<file path="config.mk">
export PLATFORM = sky130hd
export DESIGN_NAME = trap_ctrl
export DESIGN_NICKNAME = d
export VERILOG_FILES = /design/src/rtl/trap_ctrl.sv
export SDC_FILE = /design/constraint.sdc
export NUM_CORES = 1
export LEC_CHECK = 0
export ABC_AREA = 1
export CORE_MARGIN = 2
export CORE_UTILIZATION = 60
export CTS_BUF_LIST = sky130_fd_sc_hd__clkbuf_4
export DETAILED_ROUTE_END_ITERATION = 8
export DONT_BUFFER_PORTS = 1
export HOLD_SLACK_MARGIN = 0.03
export PLACE_DENSITY = 0.79
export RECOVER_POWER = 100
export SYNTH_ARGS = -nofsm -noshare
export SYNTH_HDL_FRONTEND = slang
export SYNTH_SLANG_ARGS = --single-unit
export TNS_END_PERCENT = 100
</file>
<file path="constraint.sdc">
create_clock -name clk -period 3.1 [get_ports clk]
set_clock_uncertainty 0.1 [all_clocks]
set_input_delay 0.93 -clock clk [delete_from_list [all_inputs] [get_ports clk]]
set_output_delay 0.93 -clock clk [all_outputs]
set_load 0.02 [all_outputs]
</file>
<file path="src/rtl/trap_ctrl.sv">
// rtl/trap_ctrl.sv - ECALL/EBREAK/MRET sequencer and machine trap CSRs
module trap_ctrl #(
    parameter int              XLEN           = 32,
    parameter int              DRAIN_CYCLES   = 2,
    parameter logic [XLEN-1:0] MTVEC_RESET    = 32'h0000_0100,
    parameter bit              HALT_ON_EBREAK = 1'b1
) (
    input  logic            clk,
    input  logic            reset,
    input  logic            EcallE,
    input  logic            EbreakE,
    input  logic            MretE,
    input  logic            StallE,
    input  logic [XLEN-1:0] PCE,
    input  logic            MtvecWrE,
    input  logic [XLEN-1:0] MtvecWdata,
    output logic            TrapStall,
    output logic            TrapFlush,
    output logic            TrapPCSel,
    output logic [XLEN-1:0] TrapPC,
    output logic [XLEN-1:0] Mepc,
    output logic [XLEN-1:0] Mcause,
    output logic [XLEN-1:0] Mtvec,
    output logic            Halted
);

    typedef enum logic [1:0] {
        IDLE     = 2'd0,
        DRAIN    = 2'd1,
        REDIRECT = 2'd2,
        HALT     = 2'd3
    } state_t;

    localparam int            CW       = (DRAIN_CYCLES > 1) ? $clog2(DRAIN_CYCLES) : 1;
    localparam logic [CW-1:0] CNT_INIT = CW'(DRAIN_CYCLES - 1);
    localparam logic [XLEN-1:0] CAUSE_ECALL  = XLEN'(11);
    localparam logic [XLEN-1:0] CAUSE_EBREAK = XLEN'(3);

    state_t        state;
    logic [CW-1:0] cnt;
    logic          ret;
    logic          accept;

    // A request is taken only from an unstalled IDLE; reset masks it so outputs read clean during reset
    assign accept = (state == IDLE) && !StallE && !reset && (EcallE || EbreakE || MretE);

    // Stall/flush/redirect outputs; the accept cycle is Mealy so the pipeline freezes immediately
    always_comb begin
        TrapStall = 1'b0;
        TrapFlush = 1'b0;
        TrapPCSel = 1'b0;
        TrapPC    = '0;
        Halted    = 1'b0;
        case (state)
            IDLE: begin
                TrapStall = accept;
                TrapFlush = accept;
            end
            DRAIN: begin
                TrapStall = 1'b1;
                TrapFlush = 1'b1;
            end
            REDIRECT: begin
                TrapFlush = 1'b1;
                TrapPCSel = 1'b1;
                TrapPC    = ret ? Mepc : Mtvec;
            end
            HALT: begin
                TrapStall = 1'b1;
                TrapFlush = 1'b1;
                Halted    = 1'b1;
            end
            default: ;
        endcase
    end

    // Sequencer state, drain counter and trap CSRs
    always_ff @(posedge clk or posedge reset) begin
        if (reset) begin
            state  <= IDLE;
            cnt    <= '0;
            ret    <= 1'b0;
            Mepc   <= '0;
            Mcause <= '0;
            Mtvec  <= {MTVEC_RESET[XLEN-1:2], 2'b00};
        end else begin
            // Direct mode only: the low two bits of mtvec are forced to zero
            if (MtvecWrE && (state != HALT))
                Mtvec <= {MtvecWdata[XLEN-1:2], 2'b00};
            case (state)
                IDLE: begin
                    if (accept) begin
                        if (EbreakE) begin
                            Mepc   <= PCE;
                            Mcause <= CAUSE_EBREAK;
                            if (HALT_ON_EBREAK) begin
                                state <= HALT;
                            end else begin
                                ret   <= 1'b0;
                                cnt   <= CNT_INIT;
                                state <= DRAIN;
                            end
                        end else if (EcallE) begin
                            Mepc   <= PCE;
                            Mcause <= CAUSE_ECALL;
                            ret    <= 1'b0;
                            cnt    <= CNT_INIT;
                            state  <= DRAIN;
                        end else begin
                            // MRET: nothing older can still write the CSRs, so redirect at once
                            ret   <= 1'b1;
                            state <= REDIRECT;
                        end
                    end
                end
                DRAIN: begin
                    if (cnt == '0)
                        state <= REDIRECT;
                    else
                        cnt <= cnt - 1'b1;
                end
                REDIRECT: state <= IDLE;
                HALT:     state <= HALT;
                default:  state <= IDLE;
            endcase
        end
    end

endmodule

</file>
# After elaboration in Yosys (flattened, before gate mapping)

Cells that the tools add are included.

$add $sub $neg: 1
Equal/unequal tests: 8
Bitwise logic cells: 1
Multiplexer cells: 21
Reductions and logical operators: 17

Operator list:

| operator              | number |
|---|---|
| $mux W32              | 6 |
| $ne A2 B2 Y1 const B  | 5 |
| $mux W2               | 4 |
| $pmux W2 S4           | 1 |
| $mux W1               | 7 |
| $pmux W1 S2           | 3 |
| $reduce_and A3 Y1     | 2 |
| $eq A2 B2 Y1 const B  | 2 |
| $logic_and A1 B1 Y1   | 4 |
| $reduce_and A4 Y1     | 1 |
| $reduce_bool A2 Y1    | 2 |
| $reduce_or A3 Y1      | 1 |
| $eq A2 B1 Y1 const B  | 1 |
| $logic_not A1 Y1      | 2 |
| $logic_not A2 Y1      | 1 |
| $logic_or A1 B1 Y1    | 2 |
| $reduce_and A2 Y1     | 1 |
| $reduce_or A2 Y1      | 1 |
| $not A1 Y1            | 1 |
| $sub A1 B1 Y1 const B | 1 |

Input bits: 71
Logic and storage cells: 54
Register bits: 98

# Depth between registers and ports, before layout

Gate-level depths: netlist of the first run.

Word-level depth: 6
Depth in mapped cells: 7

# Worst setup path before layout of the first run

Ideal clock, no wire load.

Kind: input port to output port
Start: input EbreakE
End: output TrapFlush
Stages: 4
Required time: 2.070 ns
Arrival time: 1.464 ns
Setup slack: 0.606 ns
Path through: nor2_1 -> nand2_1 -> nand3_1 -> nand2_1

Cells in the longest elaborated chain, start to end: 4

Ends and longest elaborated chain:

| element                         | RTL line | text |
|---|---|---|
| start, declared                 | 11       | `input logic EbreakE,` |
| $logic_or A1 B1 Y1 (2 in a row) | 45       | `assign accept = (state == IDLE) && !StallE && !reset && (EcallE \|\| EbreakE \|\| MretE);` |
| $logic_and A1 B1 Y1             | 45       |  |
| $pmux W1 S2                     | 54       | `case (state)` |
| end, declared                   | 18       | `output logic TrapFlush,` |

No other way between the ends.

# Worst setup path after layout of the first run

Start: register state[1]
End: output TrapPC[22]

Cells in the longest elaborated chain, start to end: 2

Ends and longest elaborated chain:

| element                | RTL line | text |
|---|---|---|
| start, declared        | 39       | `state_t state;` |
| start signal, assigned | 80       | `state <= IDLE;` |
| start signal, assigned | 97       | `state <= HALT;` |
| start signal, assigned | 101      | `state <= DRAIN;` |
| $eq A2 B2 Y1           | 54       |  |
| $mux W32               | 54       |  |
| end, declared          | 20       | `output logic [XLEN-1:0] TrapPC,` |

No other way between the ends.

==> metrics.md, run 1 <==
| Metric | Value |
|---|---|
| Worst Path Class, Setup | flip-flop to output pin |
| Site row count | 27 |
| Global Route Usage Sum | 0.244 |
| Slowest cell on crit path | dfrtp_1 |
| CP delay by family, top | buffers and inverters |
| Core area | 5440 µm² |
| Measured slew at the worst slew-check pin | 1.21 ns |
| Setup ws final | 0.213 ns |
| Seq/Total Area, Yosys | 0.510 |
| Min Tclk post-route | 2.89 ns |
| Post-synthesis adder-cell area fraction | 0 |
| 1st-iter DRT viols | 129 |
| Post-route DRC | 0 |
| Die W | 78.6 µm |
| Max Cap Viol | 0 |
| Post-Synth XOR/XNOR Area | 0 |
| Num CTS Buffers | 9 |
| Root Buffer | clkbuf_4 |
| YS warnings | 0 |
| Slowest stage delay, CP | 0.41 ns |
| CP most frequent cell | inv_1 |
| Setup TNS | 0 ns |
| Compound-Gate Fraction of Synth Area | 0.0495 |
| Drt total wl | 7580 µm |
| # diodes | 0 |
| Achievable Freq | 0.346 GHz |
| Clock Path Buffers | 2 |
| Hold-fix buffer count after cts | 0 |
| Area of the multi-input gates | 1320 µm² |
| Worst setup EP type | output pin |
| Total chip power | 3.65 mW |
| TritonCTS clock tree | done |
| Final-report setup violation count | 0 |
| Port bufs | 0 |
| Worst-path cell chain | inv_1 > nor2_1 > buf_4 > inv_1 > clkbuf_2 > a21oi_1 > clkbuf_1 |
| Fillers | 481 |
| Num Clock Sinks | 68 |
| Total gr overflow | 0 |
| CP Max Fanout | 14 |
| Final instance area | 3480 µm² |
| Worst VDD drop | 0.000639 V |
| Largest family of logic cells by synthesized area | simple AND/OR/NAND/NOR gates |
| Post-layout util | 0.640 |
| Post-synthesis mux area share | 0.101 |
| PostCTS Resize Cnt | 0 |
| Layout cells sized above 1 | 0.152 |
| Antenna Nets Post-Route | 0 |
| Initial cell density of the core | 0.614 |
| DP HPWL | 5510 µm |
| Synthesized flop and latch total | 68 |
| Worst path bufs/invs | 5 |
| First-pass GRT wire length | 11,500 µm |
| Worst Path Required | 2.07 ns |
| Crit path DAT | 1.86 ns |
| # Post-CTS Setup Buffers | 0 |
| RSZ-0062 raised after global routing | false |
| Register area | 1700 µm² |
| Drt first pass iters | 4 |
| WL/cell | 15.6 µm |
| Power Dens Cells | 1050 nW/µm² |
| Vias in the first global route | 2,382 |
| DR vias/cell | 5.22 |
| Final worst-path cycle share | 0.931 |
| Clk_lat worst skew | 0.38 ns |
| Outcome | complete, no violations |
| Vias | 2,544 |
| Die height | 78.6 µm |
| Area growth, synth to finish | 4.20% |
| Simple-Gate Fraction of Synth Area | 0.214 |
| Relative slew margins | 0.192 |
| Worst min path class | flip-flop to flip-flop |
| Largest net degree at the start of global routing | 36 |
| Leakage | 1.76 nW |
| Post-Syn Instances | 379 |
| Final hold violations | 0 |
| Post-Syn Area | 3340 µm² |
| H-tree levels | 3 |
| Boundary Pins | 203 |
| Avg Inst Size Synth | 8.81 µm² |
| Worst setup SP type | flip-flop |
| Yosys cell types | 19 |
| Most common cell after layout, fill and taps aside | nand2_1 |
| Antenna violations before repair | 0 |
| Pins Over Slew Limit | 0 |
| Die area | 6180 µm² |
| Final Wtd Congestion | 0.772 |
| Layout Nets | 482 |
| Dpl cell area | 3490 µm² |
| Commonest cells after routing, fill and taps aside | nand2_1 (173), dfrtp_1 (67), a21oi_1 (32), conb_1 (31), mux2_2 (30) |
| Worst slack at placement | 0.548 ns |
| Clock transition at path regs | 0.10 ns |
## layout make-up
class	count	share of cell area
multi-input combinational	280	0.381
clock buffer	11	0.0237
timing repair buffer	42	0.0644
sequential	68	0.490
tap	72	0.0259
clock inverter	4	0.00504
inverter	10	0.0108
## Yosys cell counts
| cell type | n | area [µm²] |
|---|---|---|
| or2_2 | 1 | 6.26 |
| clkbuf_8 | 2 | 27.5 |
| buf_2 | 3 | 15.0 |
| inv_1 | 9 | 33.8 |
| nor2_4 | 1 | 11.3 |
| dfstp_2 | 1 | 26.3 |
| nor2_1 | 7 | 26.3 |
| dfrtp_1 | 67 | 1680 |
| conb_1 | 1 | 3.75 |
| o21ai_0 | 1 | 5.00 |
| nor2_2 | 1 | 6.26 |
| buf_6 | 4 | 45.0 |
| mux2_2 | 30 | 338 |
| clkbuf_1 | 7 | 26.3 |
| inv_2 | 1 | 3.75 |
| buf_4 | 35 | 263 |
| nand2_1 | 173 | 649 |
| a21oi_1 | 32 | 160 |
| nand3_1 | 3 | 15.0 |
## where the power goes
part / leakage (nW) / internal, mW / switching [mW]
clock: 0.0616 / 0.172 / 0.284
sequential: 0.818 / 1.21 / 0.708
combinational: 0.886 / 0.420 / 0.864
total: 1.76 / 1.80 / 1.86
## final timing paths
check / from / end / slack [ns] / cells after the start
max: state[1] / TrapPC[22] / 0.21 / 7
min: cnt / cnt / 0.42 / 2
max reg2reg: state[0] / cnt / 1.03 / 6
min reg2reg: cnt / cnt / 0.42 / 2
max in group asynchronous: reset / Mtvec[4] / 0.76 / 2
min in group asynchronous: reset / cnt / 0.65 / 1
## kinds of logic after synthesis
family	count (synthesis)
compound gates	33
buf+inv	61
mux	30
other cells	1
flops	68
simple gates	186
## flip-flops by register name, indices dropped and copies added, names as in the netlist
signal and cells:
Mepc 32, state 2, Mtvec 30, cnt 1, ret 1, Mcause 2
## per-layer routing
layer  track usage  vias to the layer above  routed length (µm)
met2         0.423                      150                3820
li1              -                     1186                   -
met5             0                        -                   0
met1         0.284                     1193                2900
met4        0.0930                        0                 120
met3        0.0724                       15                 741
## stage by stage
stage | hold slack (ns) | instances
6_report | 0.421 | 487
5_1_grt | 0.459 | 487
4_1_cts | 0.423 | 487
3_5_place_dp | 0.400 | 472
3_3_place_gp | 0.364 | 472
2_1_floorplan | 0.342 | 409
## worst reg2reg max path: cells and delay by family (launching register included)
kind          cells  cell delay, ns
buf+inv           1            0.71
flops             1            0.46
simple gates      5            0.75
(Power assumes the default switching activity.)
==> run 2, diff against run 1 <==
GPL_TIMING_DRIVEN = 0   (was not set)
==> run 2 against run 1 <==
Compared with the run above: via count is 1.1% lower; fmax is 4.5% lower; cell count increased by 1.8%; wire length grew 7.7%; critical path type unchanged; critical endpoint is now TrapPC[27].
==> metrics.md, run 2 (same netlist as run 1, synthesis figures left out) <==
| Metric | Value |
|---|---|
| Outcome | complete, no violations |
| Initial cell density of the core | 0.614 (unchanged) |
| Layout cells sized above 1 | 0.250 (+0.0982) |
| Worst VDD drop | 0.000585 V (-8.5%) |
| 1st-iter DRT viols | 122 (-5.4%) |
| Drt total wl | 8170 µm (+7.7%) |
| Die area | 6180 µm² (unchanged) |
| # diodes | 0 (unchanged) |
| Worst min path class | flip-flop to flip-flop |
| Num Clock Sinks | 68 (unchanged) |
| Post-route DRC | 0 (unchanged) |
| Total chip power | 3.77 mW (+3.1%) |
| Final-report setup violation count | 0 (unchanged) |
| Max reg flops | 32 (unchanged) |
| DR vias/cell | 5.07 (-2.9%) |
| Antenna Nets Post-Route | 0 (unchanged) |
| Largest net degree at the start of global routing | 69 (+92%) |
| Critical Path End | TrapPC[27] |
| Relative slew margins | 0.0766 (-0.116) |
| Achievable Freq | 0.331 GHz (-4.5%) |
| Worst Path Class, Setup | flip-flop to output pin |
| First-pass GRT wire length | 12,100 µm (+5.5%) |
| Total gr overflow | 0 (unchanged) |
| Die height | 78.6 µm (unchanged) |
| Max Cap Viol | 0 (unchanged) |
| Critical R2R Capture | Mepc[20] |
| Crit path from | state[1] |
| Leakage | 1.87 nW (+6.2%) |
| TritonCTS clock tree | done |
| Vias | 2,515 (-1.1%) |
| WL/cell | 16.5 µm (+5.7%) |
| Top reg by flops | Mepc |
| Global Route Usage Sum | 0.264 (+0.0201) |
| Site row count | 27 (unchanged) |
| Min Tclk post-route | 3.02 ns (+0.135 ns) |
| FF-to-FF path depth | 7 (+1) |
| Worst setup EP type | output pin |
| Root Buffer | clkbuf_4 |
| Most common cell after layout, fill and taps aside | nand2_1 |
| Final Wtd Congestion | 0.736 (-4.8%) |
| Non-filler cells, final | 496 (+1.8%) |
| Setup TNS | 0 ns (unchanged) |
| Die W | 78.6 µm (unchanged) |
| Commonest cells after routing, fill and taps aside | nand2_1 (173), dfrtp_1 (67), buf_4 (34), conb_1 (31), mux2_2 (30) |
| Pins Over Slew Limit | 0 (unchanged) |
| Clk_lat worst skew | 0.40 ns (+0.02 ns) |
| H-tree levels | 3 (unchanged) |
| Clock Path Buffers | 2 (unchanged) |
| Worst hold stages | 2 (unchanged) |
| Drt first pass iters | 4 (unchanged) |
| Vias in the first global route | 2,310 (-3.0%) |
| Clock transition at path regs | 0.10 ns (about the same) |
| Num CTS Buffers | 9 (unchanged) |
| Worst reg-to-reg setup slack | 1.02 ns (about the same) |
| CP Max Fanout | 10 (-4) |
| Crit path DAT | 1.99 ns (+0.13 ns) |
| Fillers | 469 (-2.5%) |
| Measured slew at the worst slew-check pin | 1.38 ns (+0.173 ns) |
| Port bufs | 0 (unchanged) |
| Layout Nets | 491 (+1.9%) |
| Setup ws final | 0.0777 ns (-0.135 ns) |
| DP HPWL | 5970 µm (+8.4%) |
| Core area | 5440 µm² (unchanged) |
| Final hold violations | 0 (unchanged) |
| Power Dens Cells | 1020 nW/µm² (-2.5%) |
| Placed insts | 481 (+1.9%) |
| RSZ-0062 raised after global routing | true |
| Boundary Pins | 203 (unchanged) |
| Antenna violations before repair | 0 (unchanged) |
| Final worst-path cycle share | 0.975 (+0.0437) |
| Worst setup SP type | flip-flop |
| Critical R2R Launch | state[0] |
| Worst Path Required | 2.07 ns (about the same) |
| Worst slack at placement | 0.344 ns (-0.204 ns) |
| Post-layout util | 0.677 (+0.0370) |
| Largest registers | Mepc (32), Mtvec (30) |
| # Post-CTS Setup Buffers | 0 (unchanged) |
| Area growth, synth to finish | 10.2% |
-- run 2: final cells by class --
cell class,count,area (µm²),area share
clock inverters,3,38.8,0.0105
well taps,72,90.1,0.0245
multi-input cells,280,1390,0.378
clock buffers,12,90.1,0.0245
inverters,10,37.5,0.0102
plain buffers,51,328,0.0891
flip-flops and latches,68,1700,0.463
-- run 2: per-stage QoR --
| step | area, µm² | hold slack, ns |
|---|---|---|
| final | 3680 | 0.386 |
| after global routing | 3680 | 0.427 |
| after CTS | 3720 | 0.389 |
| after detailed placement | 3540 | 0.365 |
| after global placement | 3540 | 0.364 |
| after floorplan | 3450 | 0.342 |
-- run 2: timing repair --
| item | in CTS | in global routing |
|---|---|---|
| hold buffers | 0 | 0 |
| setup endpoints to repair | 28 | 17 |
| gates resized for setup | 13 | 12 |
| pin swaps | 0 | 0 |
-- run 2: how the worst min path moves through the flow --
stage	startpoint	to
floorplan	cnt	cnt
global placement	cnt	cnt
detailed placement	cnt	cnt
CTS	cnt	cnt
global route	cnt	cnt
finish	cnt	cnt
-- run 2: layer usage --
| layer | wire, µm | track usage | vias up |
|---|---|---|---|
| met5 | 0 | 0 | - |
| met2 | 3990 | 0.427 | 136 |
| met3 | 828 | 0.106 | 10 |
| met4 | 89 | 0.0947 | 0 |
| li1 | - | - | 1206 |
| met1 | 3260 | 0.319 | 1163 |
-- run 2: worst max-delay path, cell delays in order, from the launching register on --
cell     delay [ns]
dfrtp_1        0.43
inv_1          0.10
nor2_2         0.24
inv_1          0.16
buf_2          0.25
a21oi_1        0.41
-- run 2: report_power, final --
group	total [mW]	leakage [nW]	switching, mW	internal, mW
sequential	1.91	0.818	0.707	1.21
combinational	1.30	0.982	0.912	0.385
clock	0.558	0.0748	0.292	0.266
total	3.77	1.87	1.91	1.86
==> run 3, diff against run 2 <==
CORE_AREA = 2 2 78 80   (was not set)
CORE_MARGIN = not set   (was 2)
CORE_UTILIZATION = not set   (was 60)
DIE_AREA = 0 0 80 82   (was not set)
PLACE_DENSITY = 0.77   (was 0.79)
==> run 3 against run 2 <==
Compared with the run above: critical path depth stayed put; worst hold slack better by 0.018 ns; non-clock buffer count is the same; utilization is 3.7 points lower; clock-buffer cell count fell by 1; power decreased by 1.0%; worst setup slack lost 0.0053 ns; final area down 0.10%; fmax is 0.18% lower; flip-flop and latch count stayed put; sequential share of layout area is essentially flat.
==> metrics.md, run 3 (same netlist as run 1, synthesis figures left out) <==
| Metric | Value |
|---|---|
| Outcome | complete, no violations |
| Top reg by flops | Mepc |
| Crit path DAT | 2.00 ns (about the same) |
| Total gr overflow | 0 (unchanged) |
| Hold Path Origin | cnt |
| Commonest cells after routing, fill and taps aside | nand2_1 (173), dfrtp_1 (67), buf_4 (34), conb_1 (31), mux2_2 (30) |
| Final worst-path cycle share | 0.977 (+0.00172) |
| # Post-CTS Setup Buffers | 0 (unchanged) |
| Antenna Nets Post-Route | 0 (unchanged) |
| # diodes | 0 (unchanged) |
| Post-route DRC | 0 (unchanged) |
| Global Route Usage Sum | 0.259 (-0.00487) |
| Worst Path Class, Setup | flip-flop to output pin |
| Non-filler cells, final | 499 (+0.60%) |
| 1st-iter DRT viols | 122 (unchanged) |
| Initial cell density of the core | 0.581 (-0.0327) |
| Largest net degree at the start of global routing | 69 (unchanged) |
| Final Wtd Congestion | 0.776 (+5.5%) |
| Site row count | 28 (+3.7%) |
| Worst-path cell chain | inv_1 > nor2_2 > inv_1 > buf_2 > a21oi_1 |
| Slowest stage delay, CP | 0.43 ns (about the same) |
| First-pass GRT wire length | 12,700 µm (+5.0%) |
| Power Dens Cells | 1010 nW/µm² (-0.93%) |
| Worst path bufs/invs | 3 (unchanged) |
| Port bufs | 0 (unchanged) |
| Relative slew margins | 0.0642 (-0.0124) |
| Die height | 82 µm (+4.3%) |
| Final instance area | 3680 µm² (-0.10%) |
| Area growth, synth to finish | 10.1% |
| Min Tclk post-route | 3.03 ns (+0.00533 ns) |
| Worst slack at placement | 0.321 ns (-0.0235 ns) |
| Register area | 1700 µm² (unchanged) |
| WL/cell | 17.5 µm (+6.2%) |
| Largest registers | Mepc (32), Mtvec (30) |
| TritonCTS clock tree | done |
| Dpl cell area | 3550 µm² (+0.11%) |
| Drt total wl | 8730 µm (+6.9%) |
| Hold-fix buffer count after cts | 0 (unchanged) |
| Worst setup SP type | flip-flop |
| Total chip power | 3.73 mW (-1.0%) |
| Die area | 6560 µm² (+6.2%) |
| Critical R2R Launch | state[0] |
| Clock transition at path regs | 0.10 ns (about the same) |
| Achievable Freq | 0.330 GHz (-0.18%) |
| DP HPWL | 6340 µm (+6.2%) |
| Measured slew at the worst slew-check pin | 1.40 ns (+0.0186 ns) |
| Most common cell after layout, fill and taps aside | nand2_1 |
| Die W | 80 µm (+1.8%) |
| Clock Path Buffers | 2 (unchanged) |
| Max reg flops | 32 (unchanged) |
| Vias in the first global route | 2,584 (+12%) |
| CP Max Fanout | 10 (unchanged) |
| Worst Path Required | 2.07 ns (about the same) |
| Worst min path class | flip-flop to flip-flop |
| Layout cells sized above 1 | 0.262 (+0.0118) |
| Worst setup EP type | output pin |
| Final hold violations | 0 (unchanged) |
| Worst VDD drop | 0.000530 V (-9.4%) |
| Boundary Pins | 203 (unchanged) |
| Fillers | 512 (+9.2%) |
| Root Buffer | clkbuf_4 |
| Num CTS Buffers | 9 (unchanged) |
| Drt first pass iters | 4 (unchanged) |
| Slowest cell on crit path | dfrtp_1 |
| Vias | 2,624 (+4.3%) |
| CP delay by family, top | buffers and inverters |
| H-tree levels | 3 (unchanged) |
| Hold_ws | 0.403 ns (+0.0176 ns) |
| RSZ-0062 raised after global routing | true |
| Placed insts | 484 (+0.62%) |
| Core area | 5750 µm² (+5.6%) |
| Clk_lat worst skew | 0.39 ns (about the same) |
| Num Clock Sinks | 68 (unchanged) |
| DR vias/cell | 5.26 (+3.7%) |
| CP most frequent cell | inv_1 |
| Leakage | 1.86 nW (-0.87%) |
| Max Cap Viol | 0 (unchanged) |
| Final-report setup violation count | 0 (unchanged) |
| Crit path from | state[1] |
| Layout Nets | 491 (unchanged) |
| Setup ws final | 0.0724 ns (-0.00533 ns) |
| Pins Over Slew Limit | 0 (unchanged) |
| Area of the multi-input gates | 1420 µm² (+1.6%) |
| Antenna violations before repair | 0 (unchanged) |
run 3: changes by cell type in the layout (fill, tap and decap cells not counted), sizes merged:
cell | before | now
clkinv | 2 | 4
clkbuf | 26 | 25
bufinv | 1 | 0
run 3: final cells by class:
| class | count | area share |
|---|---|---|
| sequential | 68 | 0.463 |
| clock inverter | 4 | 0.00477 |
| inverter | 10 | 0.0102 |
| tap | 75 | 0.0255 |
| multi-input combinational | 280 | 0.385 |
| clock buffer | 11 | 0.0225 |
| buffer | 51 | 0.0888 |
run 3: worst register-to-register path, cell delays in order, from the launching register on:
cell and delay, ns:
dfrtp_1 0.46, nor2_2 0.16, nand2_1 0.07, nor2_1 0.40, inv_1 0.27, clkbuf_1 0.32, nand2_1 0.13, nand2_1 0.06
run 3: routing by layer:
| metal | GRT usage | part of all wire | vias up |
|---|---|---|---|
| met1 | 0.308 | 0.38 | 1232 |
| met5 | 0 | 0 | - |
| met3 | 0.0714 | 0.096 | 27 |
| li1 | - | - | 1206 |
| met4 | 0.119 | 0.027 | 0 |
| met2 | 0.439 | 0.50 | 159 |
run 3: what timing repair did:
action,in CTS,in global routing
pin swaps,0,0
setup endpoints to repair,29,18
resized for setup,10,20
hold endpoints to repair,0,0
run 3: path summary, 6_finish.rpt:
kind | to | slack (ns) | depth (start not counted)
min | cnt | 0.40 | 2
min in group asynchronous | Mepc[27] | 0.72 | 1
max | TrapPC[29] | 0.07 | 5
min reg2reg | cnt | 0.40 | 2
max in group asynchronous | Mepc[16] | 1.35 | 1
max reg2reg | Mepc[17] | 1.02 | 7
run 3: power by group:
part	total [mW]	leakage (nW)	switching, mW	internal, mW
clock network	0.474	0.0616	0.302	0.172
registers	1.92	0.818	0.715	1.21
logic	1.33	0.979	0.944	0.390
total	3.73	1.86	1.96	1.77
run 3: metrics by stage:
| stage | TNS (ns) | util |
|---|---|---|
| after global placement | -23.76 | 0.617 |
| after detailed placement | 0 | 0.617 |
| after floorplan | 0 | - |
| after global routing | -0.150 | 0.640 |
| final | 0 | 0.640 |
| after CTS | 0 | 0.641 |
